$ cat src/rtl/sccb_cfg_sequencer_if.sv
// Command/response link between the config sequencer and the SCCB byte master.
interface sccb_cfg_sequencer_if;
  logic       i2c_start;
  logic       i2c_stop;
  logic [7:0] i2c_wr_data;
  logic [1:0] i2c_ack;
  logic [3:0] i2c_state;

  // Sequencer side: issues commands, observes ack/state.
  modport master (
    output i2c_start,
    output i2c_stop,
    output i2c_wr_data,
    input  i2c_ack,
    input  i2c_state
  );

  // Byte-master side: consumes commands, reports ack/state.
  modport slave (
    input  i2c_start,
    input  i2c_stop,
    input  i2c_wr_data,
    output i2c_ack,
    output i2c_state
  );
endinterface

$ cat src/rtl/sccb_cfg_sequencer.sv
// Walks the camera register table and issues each entry as a 3-byte SCCB write.
module sccb_cfg_sequencer #(
  parameter int unsigned CLK_HZ     = 100_000_000,
  parameter logic [7:0]  DEV_ADDR   = 8'h42,
  parameter int unsigned GAP_CYCLES = 1000,
  parameter int unsigned MAX_RETRY  = 3,
  parameter int unsigned ROM_DEPTH  = 64
) (
  input  logic                         clk,
  input  logic                         rst_n,
  input  logic                         go,
  output logic                         busy,
  output logic                         done,
  output logic                         err,
  output logic [$clog2(ROM_DEPTH)-1:0] entry_idx,
  sccb_cfg_sequencer_if.master         bus
);

  localparam int unsigned IDX_W     = $clog2(ROM_DEPTH);
  localparam int unsigned MS_CYCLES = CLK_HZ / 1000;
  localparam int unsigned DLY_MAX   = 255 * MS_CYCLES;
  localparam int unsigned CNT_MAX   = (DLY_MAX > GAP_CYCLES) ? DLY_MAX : GAP_CYCLES;
  localparam int unsigned CNT_W     = $clog2(CNT_MAX + 1);
  localparam int unsigned RTY_W     = (MAX_RETRY > 0) ? $clog2(MAX_RETRY + 1) : 1;
  localparam logic [15:0] END_MARK  = 16'hFFFF;
  localparam logic [7:0]  DELAY_TAG = 8'hFE;

  typedef enum logic [2:0] {
    S_IDLE, S_FETCH, S_LAUNCH, S_XFER, S_WAIT_IDLE, S_GAP, S_DELAY, S_DONE
  } state_t;

  state_t             state_q, state_d;
  logic [IDX_W-1:0]   idx_q, idx_d;
  logic [1:0]         byte_q, byte_d;
  logic [RTY_W-1:0]   retry_q, retry_d;
  logic [CNT_W-1:0]   cnt_q, cnt_d;
  logic               ok_q, ok_d;
  logic               busy_q, busy_d;
  logic               done_q, done_d;
  logic               err_q, err_d;

  // Register table: {hi, lo}; FFFF ends the sequence, hi=FE means wait lo ms.
  function automatic logic [15:0] rom(input logic [IDX_W-1:0] idx);
    case (int'(idx))
      0:       rom = 16'h1280;  // COM7 soft reset
      1:       rom = 16'hFE0A;  // 10 ms settle
      2:       rom = 16'h1204;  // COM7 RGB output
      3:       rom = 16'h40D0;  // COM15 RGB565, full range
      4:       rom = 16'h8C00;  // RGB444 off
      5:       rom = 16'hFE00;  // zero-length delay
      6:       rom = 16'h3A04;  // TSLB
      default: rom = END_MARK;
    endcase
  endfunction

  // State and datapath registers.
  always_ff @(posedge clk or negedge rst_n) begin
    if (!rst_n) begin
      state_q <= S_IDLE;
      idx_q   <= '0;
      byte_q  <= '0;
      retry_q <= '0;
      cnt_q   <= '0;
      ok_q    <= 1'b0;
      busy_q  <= 1'b0;
      done_q  <= 1'b0;
      err_q   <= 1'b0;
    end else begin
      state_q <= state_d;
      idx_q   <= idx_d;
      byte_q  <= byte_d;
      retry_q <= retry_d;
      cnt_q   <= cnt_d;
      ok_q    <= ok_d;
      busy_q  <= busy_d;
      done_q  <= done_d;
      err_q   <= err_d;
    end
  end

  // Next-state logic; bus-side outputs are decoded from state so start, stop
  // and next-byte data line up with the master's ack tick.
  always_comb begin
    logic [15:0] entry;
    logic [7:0]  hi;
    logic [7:0]  lo;
    logic        tick;
    logic        nack;

    state_d         = state_q;
    idx_d           = idx_q;
    byte_d          = byte_q;
    retry_d         = retry_q;
    cnt_d           = cnt_q;
    ok_d            = ok_q;
    busy_d          = busy_q;
    done_d          = 1'b0;
    err_d           = err_q;
    bus.i2c_start   = 1'b0;
    bus.i2c_stop    = 1'b0;
    bus.i2c_wr_data = 8'h00;

    entry = rom(idx_q);
    hi    = entry[15:8];
    lo    = entry[7:0];
    tick  = bus.i2c_ack[1];
    nack  = bus.i2c_ack[1] & ~bus.i2c_ack[0];

    case (state_q)
      S_IDLE: begin
        if (go) begin
          idx_d   = '0;
          retry_d = '0;
          err_d   = 1'b0;
          busy_d  = 1'b1;
          state_d = S_FETCH;
        end
      end
      S_FETCH: begin
        if (entry == END_MARK || idx_q == IDX_W'(ROM_DEPTH - 1)) begin
          state_d = S_DONE;
        end else if (hi == DELAY_TAG) begin
          cnt_d   = CNT_W'(32'(lo) * MS_CYCLES);
          state_d = S_DELAY;
        end else begin
          byte_d  = 2'd0;
          state_d = S_LAUNCH;
        end
      end
      S_LAUNCH: begin
        if (bus.i2c_state == 4'd0) begin
          bus.i2c_start   = 1'b1;
          bus.i2c_wr_data = DEV_ADDR;
          byte_d          = 2'd1;
          state_d         = S_XFER;
        end
      end
      S_XFER: begin
        // byte_idx counts bytes handed to the master; 3 means the value byte is on the bus.
        bus.i2c_wr_data = (byte_q == 2'd1) ? hi : lo;
        bus.i2c_stop    = (byte_q == 2'd3) | nack;
        if (tick) begin
          if (nack) begin
            ok_d    = 1'b0;
            state_d = S_WAIT_IDLE;
          end else if (byte_q == 2'd3) begin
            ok_d    = 1'b1;
            retry_d = '0;
            state_d = S_WAIT_IDLE;
          end else begin
            byte_d = byte_q + 2'd1;
          end
        end
      end
      S_WAIT_IDLE: begin
        if (bus.i2c_state == 4'd0) begin
          cnt_d   = CNT_W'(GAP_CYCLES);
          state_d = S_GAP;
        end
      end
      S_GAP: begin
        if (cnt_q == '0) begin
          state_d = S_FETCH;
          if (ok_q) begin
            idx_d = idx_q + IDX_W'(1);
          end else if (retry_q < RTY_W'(MAX_RETRY)) begin
            retry_d = retry_q + RTY_W'(1);
          end else begin
            err_d   = 1'b1;
            retry_d = '0;
            idx_d   = idx_q + IDX_W'(1);
          end
        end else begin
          cnt_d = cnt_q - CNT_W'(1);
        end
      end
      S_DELAY: begin
        if (cnt_q == '0) begin
          idx_d   = idx_q + IDX_W'(1);
          state_d = S_FETCH;
        end else begin
          cnt_d = cnt_q - CNT_W'(1);
        end
      end
      S_DONE: begin
        done_d  = 1'b1;
        busy_d  = 1'b0;
        state_d = S_IDLE;
      end
      default: state_d = S_IDLE;
    endcase
  end

  assign busy      = busy_q;
  assign done      = done_q;
  assign err       = err_q;
  assign entry_idx = idx_q;

endmodule

$ cat src/flat_wrapper.sv
// flat-port wrapper written by rule: the top's interface ports become plain ports
module sccb_cfg_sequencer_flat 
#(
  parameter int unsigned CLK_HZ     = 100_000_000,
  parameter logic [7:0]  DEV_ADDR   = 8'h42,
  parameter int unsigned GAP_CYCLES = 1000,
  parameter int unsigned MAX_RETRY  = 3,
  parameter int unsigned ROM_DEPTH  = 64
)
  (clk, rst_n, go, busy, done, err, entry_idx, bus_i2c_start, bus_i2c_stop, bus_i2c_wr_data, bus_i2c_ack, bus_i2c_state);
  sccb_cfg_sequencer_if bus_i ();
  input  logic clk;
  input  logic rst_n;
  input  logic go;
  output logic busy;
  output logic done;
  output logic err;
  output logic [$clog2(ROM_DEPTH)-1:0] entry_idx;
  output wire logic [$bits(bus_i.i2c_start)-1:0] bus_i2c_start;
  output wire logic [$bits(bus_i.i2c_stop)-1:0] bus_i2c_stop;
  output wire logic [$bits(bus_i.i2c_wr_data)-1:0] bus_i2c_wr_data;
  input wire logic [$bits(bus_i.i2c_ack)-1:0] bus_i2c_ack;
  input wire logic [$bits(bus_i.i2c_state)-1:0] bus_i2c_state;
  assign bus_i2c_start = bus_i.i2c_start;
  assign bus_i2c_stop = bus_i.i2c_stop;
  assign bus_i2c_wr_data = bus_i.i2c_wr_data;
  assign bus_i.i2c_ack = bus_i2c_ack;
  assign bus_i.i2c_state = bus_i2c_state;
  sccb_cfg_sequencer #(.CLK_HZ(CLK_HZ), .DEV_ADDR(DEV_ADDR), .GAP_CYCLES(GAP_CYCLES), .MAX_RETRY(MAX_RETRY), .ROM_DEPTH(ROM_DEPTH)) u_core (.clk(clk), .rst_n(rst_n), .go(go), .busy(busy), .done(done), .err(err), .entry_idx(entry_idx), .bus(bus_i));
endmodule
$ cat config.mk
export PLATFORM = sky130hd
export DESIGN_NAME = sccb_cfg_sequencer_flat
export DESIGN_NICKNAME = d
export VERILOG_FILES = /design/src/rtl/sccb_cfg_sequencer_if.sv /design/src/rtl/sccb_cfg_sequencer.sv /design/src/flat_wrapper.sv
export SDC_FILE = /design/constraint.sdc
export NUM_CORES = 1
export LEC_CHECK = 0
export CORE_UTILIZATION = 55
export DETAILED_ROUTE_END_ITERATION = 8
export MAX_ROUTING_LAYER = met4
export PLACE_DENSITY = 0.86
export SETUP_SLACK_MARGIN = 0.4
export SLEW_MARGIN = 20
export SYNTH_ARGS = -nofsm -noshare
export SYNTH_HDL_FRONTEND = slang
export SYNTH_SLANG_ARGS = --single-unit
$ cat constraint.sdc
create_clock -name clk -period 6.5 [get_ports clk]
set_input_delay 0.975 -clock clk [delete_from_list [all_inputs] [get_ports clk]]
set_output_delay 0.975 -clock clk [all_outputs]
set_load 0.05 [all_outputs]
Yosys cells after proc, flatten, opt, wreduce, memory -nomap -nowiden
Index checks and enable logic that the tools add are counted.
{"block": "totals", "out_inout_bits": 19, "romBits": 0, "ram_bits": 0, "n_memories": 0, "regBits": 42, "input_bits": 9, "latch_bits": 0}
{"block": "op_classes", "n_div": 0, "reduce_logical": 21, "n_eq_ne": 36, "shifts": 0, "bitwise": 3, "addsub": 4, "order_cmp": 1, "n_mul": 1, "mux": 53}
{"cell": "$pmux W16 S7", "count": 1}
{"cell": "$mux W25", "count": 4}
{"cell": "$pmux W25 S3", "count": 1}
{"cell": "$mux W6", "count": 5}
{"cell": "$mux W3", "count": 9}
{"cell": "$mux W2", "count": 13}
{"cell": "$logic_not A25 Y1", "count": 1}
{"cell": "$sub A25 B1 Y25 const B", "count": 1}
{"cell": "$pmux W3 S7", "count": 1}
{"cell": "$mul A8 B12 Y20 const B", "count": 1}
{"cell": "$eq A6 B3 Y1 const B", "count": 3}
{"cell": "$ne A2 B2 Y1 const B", "count": 9}
{"cell": "$pmux W6 S3", "count": 1}
{"cell": "$eq A16 B16 Y1 const B", "count": 1}
{"cell": "$pmux W8 S2", "count": 1}
{"cell": "$reduce_and A5 Y1", "count": 3}
{"cell": "$ne A2 B1 Y1 const B", "count": 7}
{"cell": "$reduce_and A7 Y1", "count": 2}
{"cell": "$eq A3 B3 Y1 const B", "count": 4}
{"cell": "$eq A6 B2 Y1 const B", "count": 2}
{"cell": "$pmux W2 S3", "count": 2}
{"cell": "$reduce_bool A3 Y1", "count": 4}
{"cell": "$mux W1", "count": 11}
{"cell": "$eq A8 B8 Y1 const B", "count": 1}
{"cell": "26 further kinds", "count": 31}

Depth between registers and ports, before layout
Gate-level depths: netlist of the first run.
{"block": "logic_depth", "ltp_word": 6, "ltp_mapped": 22, "ltp_nobuf": 20}

Worst setup path after synthesis of the first run
OpenSTA, ideal clock, no wires.
{"block": "synth_timing", "path_type": "register -> register", "start": "reg u_core.idx_q[1] (netlist: u_core.entry_idx[1])", "end": "reg u_core.cnt_q[20]", "n_path_buf": 1, "path_slack_ns": 1.378, "stages_incl_launch_ff": 21, "t_arrival_ns": 4.988, "setup_ns": 0.134, "path_cell_list": "dfrtp_1 inv_1 ha_1 or2_1 o31ai_1 buf_2 inv_2 nand2_1 inv_1 ha_1 ha_1 inv_1 fa_1 fa_1 inv_1 ha_1 or3b_2 o32ai_2 a211oi_1 a31oi_1 o21ai_1"}
{"block": "synth_via", "elab_chain_len": 6, "word_cells_on_any_way": 19}
{"item": "start, declared", "line": "sccb_cfg_sequencer.sv:33", "text": "logic [IDX_W-1:0] idx_q, idx_d;"}
{"item": "start signal, assigned", "line": "sccb_cfg_sequencer.sv:70", "text": "idx_q <= idx_d;"}
{"item": "$eq A6 B3 Y1 (tied with other cells)", "line": "sccb_cfg_sequencer.sv:44", "text": "case (int'(idx))"}
{"item": "$pmux W16 S7", "line": "sccb_cfg_sequencer.sv:44"}
{"item": "$mul A8 B12 Y20 or $eq A16 B16 Y1 (tied branches)", "line": "sccb_cfg_sequencer.sv:123, sccb_cfg_sequencer.sv:120"}
{"item": "$mux W25 or $logic_or A1 B1 Y1 (tied branches)", "line": "sccb_cfg_sequencer.sv:122, sccb_cfg_sequencer.sv:120"}
{"item": "$mux W25 or $ne A2 B2 Y1 (tied branches)"}
{"item": "$pmux W25 S3 or $reduce_and A5 Y1 (tied branches)"}
{"item": "end signal, assigned", "line": "sccb_cfg_sequencer.sv:73", "text": "cnt_q <= cnt_d;"}
{"item": "end, declared", "line": "sccb_cfg_sequencer.sv:36", "text": "logic [CNT_W-1:0] cnt_q, cnt_d;"}
Several ways; a longest one is shown, not always the timed one. The select of a mux whose other input is x is not followed.
A chain may end at the register's enable or synchronous reset.

Worst setup path in the final report of the first run
{"block": "layout_timing", "start": "reg u_core.idx_q[1] (netlist: u_core.entry_idx[1])", "end": "reg u_core.cnt_q[18]"}
The elaborated chain is that of the path after synthesis.

==> results.cfg, run 1 <==
[sta]
drv_slew = 0
relSlewSlack_pct = 39.8
max_freq_mhz = 186
fin_crit_ns = 5.36
tightest_slew_ns = 0.894
final_hold_viol_count = 0
rsz0062_at_grt = false
setup_ws_ns = 1.14
finalSetupViolations = 0
final.setup.tns_ns = 0
period_share_pct = 82.5
finClkSkew_ns = 0.00992

[yosys]
syn_inst = 499
yosys-top-cells-area = dfrtp_1, ha_1, o21ai_0, nor2_1, a21oi_1
synth-seq-cells = 42
netlist_area_sq_um = 4160
ys_async_sr_fraction_pct = 100
synth-edff-count = 0
synthTopCellsByCount = ha_1, nor2_1, dfrtp_1
netlist.top_cell.by_area = dfrtp_1
yosysUniqueCellTypes = 71
avgSynthCellArea_sq_um = 8.34
ys.flop_type = dfrtp_1
ys_warn_count = 0
synth-seq-area-share_pct = 25.3
netlist.area_leader.share_pct = 25.3
synth.most_common_cell = ha_1

[clock_tree]
cts_tree = built
clkLatencyLatePin_ns = 0.31
cts_buffers = 5
clock_path_buffers = 2
clock-sinks = 42
post_cts_resized = 0
post_cts_buffers = 0
clkTransAtPathRegs_ns = 0.10
htree_levels = 2
ctsHoldBuffers = 0
clock-root-buffer = clkbuf_8

[layout]
fill_cells = 647
drive_gt1_share_pct = 5.41
final_cell_count_no_fill = 617
diodes = 0
fin_nets = 580
area_growth_syn_to_layout_pct = 11.5

[floorplanning]
rows = 31
core-area_sq_um = 7290
start_util_pct = 57.1
die_y_um = 89.0
dieArea_sq_um = 7920
io_pins = 28
fp.dieW_um = 89.0

[placed_design]
place_hpwl_mm = 8.45
post-place-ws_ns = 1.16
portBuffers = 27
placed_cells = 609
gp_congestion = 0.968

[setup_path]
path_class = flop to flop
max_stage_delay_ns = 0.53
cp.arrival_ns = 5.54
path_cells = inv_1, ha_1, or2_1, o31ai_1, buf_4, inv_2, nand2_1, inv_1, ha_1, ha_1, inv_1, fa_1, fa_1, inv_1, ha_1, or3b_2, o32ai_2, xnor2_1, a22oi_1, o21ai_1
cp.required_ns = 6.68
slowest_stage = fa_1
cp_max_fo = 19
cp-start-kind = flop
end_kind = flop

[drt]
drt_pass1_iterations = 6
drt_wl_total_mm = 11.1
wire_per_inst_um = 17.9
drc = 0
vias_per_cell = 6.51
drtAntennaViolNets = 0
vias = 4018
first_iter_violations = 464

[grt]
grt_max_degree = 43
grt_pass1_vias = 3574
grt_first_pass_wirelength_mm = 17.7
grt_overflow = 0
grt.total_usage_pct = 29.9
antenna_found_initial = 0

[worst_hold_path]
hp-class = flop to flop

[status]
status = finished, final reports clean

[power]
power_leakage_nw = 1.91
powerDensity_nw_per_um2 = 159
vdd_drop_max_mv = 0.0961

[flow_run]
cap_violations = 0
## final timing paths
path / from / to / slack [ns] / depth (start not counted)
worst min-delay path: u_core.cnt_q[24]$_DFFE_PN0P_ / u_core.cnt_q[24]$_DFFE_PN0P_ / 0.52 / 2
max in group asynchronous: rst_n / u_core.entry_idx[1]$_DFFE_PN0P_ / 5.47 / 1
min in group asynchronous: rst_n / u_core.cnt_q[13]$_DFFE_PN0P_ / 0.65 / 1
worst min register to register: u_core.cnt_q[24]$_DFFE_PN0P_ / u_core.cnt_q[24]$_DFFE_PN0P_ / 0.52 / 2
worst max-delay path: u_core.entry_idx[1]$_DFFE_PN0P_ / u_core.cnt_q[18]$_DFFE_PN0P_ / 1.14 / 20
worst max register to register: u_core.entry_idx[1]$_DFFE_PN0P_ / u_core.cnt_q[18]$_DFFE_PN0P_ / 1.14 / 20
## flip-flops by register name, indices dropped and copies added (netlist names)
name              count
u_core.err            1
u_core.retry_q        2
u_core.ok_q           1
u_core.busy           1
u_core.cnt_q         25
u_core.state_q        3
u_core.entry_idx      6
u_core.byte_q         2
u_core.done           1
## area by class of cell
class | instances | area (sq um) | area share (%)
multi-input cells | 404 | 2910 | 62.7
flip-flops and latches | 42 | 1050 | 22.7
repair buffers | 30 | 290 | 6.26
inverters | 34 | 128 | 2.75
well taps | 99 | 124 | 2.67
clock buffers | 5 | 68.8 | 1.48
clock inverters | 3 | 68.8 | 1.48
## cell families after synthesis
kind of cell             after synthesis  synth area share [%]
adder cells (fa/ha/maj)               55                  17.6
buffers and inverters                 54                  4.93
XOR/XNOR                              28                  5.89
AND/OR/NAND/NOR                      166                  21.9
AO/OA/AOI/OAI                        148                  23.0
other                                  1                0.0901
multiplexers                           5                  1.32
flip-flops                            42                  25.3
## through the flow
stage                     instance area (sq um)  total power [mW]  utilization (%)  hold WS [ns]
after global routing                       4640             0.775             63.6         0.546
after floorplan                            4160             0.423                -         0.456
after global placement                     4500             0.477             61.7         0.485
after detailed placement                   4500             0.482             61.7         0.494
final                                      4640             0.738             63.6         0.522
after CTS                                  4640             0.736             63.6         0.516
## placed cells by master, fill, tap and decap left out, types with 3 or more instances in the layout
cell	count
ha_1	48
nor2_1	43
dfrtp_1	42
o21ai_0	37
nand2_1	33
a21oi_1	32
inv_1	30
clkdlybuf4s50_1	26
xnor2_1	17
nor4_1	12
o21ai_1	12
xor2_1	11
nand3_1	10
nor3_1	9
and3_1	9
a211oi_1	7
or3_1	6
nand4_1	6
fa_1	6
o211ai_1	5
nand2b_1	5
a22o_1	5
clkbuf_8	5
nor2b_1	4
o31ai_1	4
o21a_1	4
and2_1	4
a31oi_1	4
a22oi_1	4
o22ai_1	4
mux2_1	4
buf_4	4
or4_1	3
o221ai_1	3
or2_2	3
or4_4	3
o32ai_1	3
## power breakdown
group,internal (mW),switching (mW)
registers,0.262,0.00250
clock network,0.154,0.106
logic,0.0885,0.124
total,0.505,0.233
## routing by layer
layer	track usage, %	up-vias	wire [um]
met5	-	-	0
met4	8.37	0	176
met3	3.60	14	608
met2	47.6	157	5410
met1	40.5	1962	4880
li1	-	1885	-
## worst max-delay path: cells and delay by family, from the launching register on
| family | cells | cell delay (ns) |
|---|---|---|
| XOR/XNOR | 1 | 0.12 |
| adder cells (fa/ha/maj) | 6 | 2.06 |
| AO/OA/AOI/OAI | 4 | 0.79 |
| flip-flops | 1 | 0.46 |
| AND/OR/NAND/NOR | 3 | 1.07 |
| buffers and inverters | 6 | 0.74 |
Power figures use the tool's default switching activity.
==> inputs of run 2 (changes only) <==
Clock period 6.5 ns to 5.2 ns, I/O delays scaled along.
==> run 2 against run 1 <==
  * Hold slack lost 0.015 ns
  * Register-to-register slack lost 0.62 ns
  * Worst setup slack lost 0.62 ns
  * Critical path depth shrank 3
  * Via count is essentially flat
  * Largest cell class unchanged
==> results.cfg, run 2 (synthesis gave the netlist of run 1 again) <==
[layout]
final_cell_count_no_fill = 623
area_growth_syn_to_layout_pct = 13.7
final_common_cell = ha_1
fin_area_sq_um = 4730
drive_gt1_share_pct = 8.02
fill_cells = 610
regMostFlops = u_core.cnt_q
diodes = 0
layout_common_cells = ha_1, nor2_1, dfrtp_1
fin_nets = 586
largest_reg_flops = 25

[setup_path]
max_stage_delay_ns = 0.49
cp-start-kind = flop
cp.arrival_ns = 4.82
r2r-start = u_core.entry_idx[0]$_DFFE_PN0P_
end_kind = flop
path_class = flop to flop
cp-startpoint = u_core.entry_idx[0]$_DFFE_PN0P_
cp_max_fo = 15
cp-endpoint = u_core.cnt_q[16]$_DFFE_PN0P_
slowest_stage = fa_1
rrSetupSlack_ns = 0.52
cp.required_ns = 5.34
rr_endpoint = u_core.cnt_q[16]$_DFFE_PN0P_
path_cells = ha_1, nor2b_4, o31ai_4, inv_2, buf_8, nand2_1, ha_1, ha_1, fa_1, ha_1, ha_1, nor2b_1, o21a_1, o41ai_1, xnor2_1, a21oi_1, o22ai_1
worstRegToRegCells = 17
path_common_cell = ha_1

[grt]
grt_max_degree = 43
grt_overflow = 0
grt_first_pass_wirelength_mm = 18.5
antenna_found_initial = 0
grt.total_usage_pct = 31.1
grt_pass1_vias = 3821

[floorplanning]
fp.dieW_um = 89.0
dieArea_sq_um = 7920
die_y_um = 89.0
start_util_pct = 57.1
core-area_sq_um = 7290
io_pins = 28
rows = 31

[drt]
first_iter_violations = 470
drt_pass1_iterations = 5
wire_per_inst_um = 17.9
vias_per_cell = 6.45
vias = 4020
drt_wl_total_mm = 11.2
routed-wl-met3_um = 820
routedLengthMet1_mm = 4.89
drc = 0
dr_wl_met2_mm = 5.17
top_layer_used = met4
drtAntennaViolNets = 0

[sta]
drv_slew = 0
final_hold_viol_count = 0
period_share_pct = 90.0
finClkSkew_ns = 0.0185
holdWs_ns = 0.507
max_freq_mhz = 214
final.setup.tns_ns = 0
relSlewSlack_pct = 30.1
rsz0062_at_grt = false
fin_crit_ns = 4.68
finalSetupViolations = 0
tightest_slew_ns = 1.04

[clock_tree]
clock-sinks = 42
htree_levels = 2
clkLatencyLatePin_ns = 0.31
clkTransAtPathRegs_ns = 0.10
clock_path_buffers = 2
ctsHoldBuffers = 0
cts_tree = built
clock-root-buffer = clkbuf_8
cts_buffers = 5

[flow_run]
cap_violations = 0

[placed_design]
gp_congestion = 0.926
placed_cells = 611
dpl-instance-area_sq_um = 4530
place_hpwl_mm = 8.38
portBuffers = 27

[power]
vdd_drop_max_mv = 0.124
power_leakage_nw = 1.93
p_total_mw = 0.875
powerDensity_nw_per_um2 = 185

[worst_hold_path]
hp-class = flop to flop

[status]
status = finished, final reports clean
run 2: what timing repair did:
action / in CTS / in global routing
resized for setup: 2 / 10
endpoints found under the setup margin: 5 / 7
setup buffers: 1 / 3
endpoints found under the hold margin: 0 / 0
pin swaps: 0 / 3
run 2: how the worst min path moves through the flow:
| stage | from | end | slack, ns | depth (start not counted) |
|---|---|---|---|---|
| finish | u_core.cnt_q[24]$_DFFE_PN0P_ | u_core.cnt_q[24]$_DFFE_PN0P_ | 0.51 | 2 |
| global route | u_core.cnt_q[24]$_DFFE_PN0P_ | u_core.cnt_q[24]$_DFFE_PN0P_ | 0.52 | 2 |
| CTS | u_core.cnt_q[24]$_DFFE_PN0P_ | u_core.cnt_q[24]$_DFFE_PN0P_ | 0.51 | 2 |
| detailed placement | u_core.cnt_q[24]$_DFFE_PN0P_ | u_core.cnt_q[24]$_DFFE_PN0P_ | 0.49 | 2 |
| global placement | u_core.cnt_q[18]$_DFFE_PN0P_ | u_core.cnt_q[18]$_DFFE_PN0P_ | 0.47 | 2 |
| floorplan | u_core.cnt_q[18]$_DFFE_PN0P_ | u_core.cnt_q[18]$_DFFE_PN0P_ | 0.46 | 2 |
run 2: power breakdown:
group / internal, mW / switching (mW)
Sequential: 0.328 / 0.00334
Combinational: 0.120 / 0.160
Clock: 0.143 / 0.121
Total: 0.591 / 0.284
run 2: worst max-delay path, delay by kind of cell, from the launching register on:
family	cells	cell delay, ns
adders and majority gates	6	2.10
AOI/OAI and AO/OA	5	1.07
and+or+nand+nor	3	0.48
DFF	1	0.46
buffers and inverters	2	0.30
xor gates and xnor gates	1	0.11
run 2: layout make-up:
class	instances	area (sq um)	share of cell area, %
Sequential cell	42	1050	22.3
Tap cell	99	124	2.62
Timing Repair Buffer	36	340	7.19
Inverter	34	128	2.70
Clock buffer	6	72.6	1.53
Multi-Input combinational cell	404	2980	62.9
Clock inverter	2	37.5	0.793
run 2: per-stage QoR:
stage / setup slack [ns] / utilization (%)
finish: 0.518 / 64.9
global route: 0.387 / 64.9
CTS: 0.396 / 63.9
detailed placement: 0.286 / 62.2
global placement: 0.527 / 62.2
floorplan: 0.391 / -
run 2: per-layer routing:
metal,up-vias,GRT usage (%)
met1,1909,40.7
met5,-,-
met4,0,13.6
met2,190,48.5
met3,24,4.06
li1,1897,-
==> inputs of run 3 (changes only) <==
Settings changed: HOLD_SLACK_MARGIN from default to 0.06.
==> results of run 3 <==
Same layout as run 2: the final DEF is identical, and so are final timing and power.
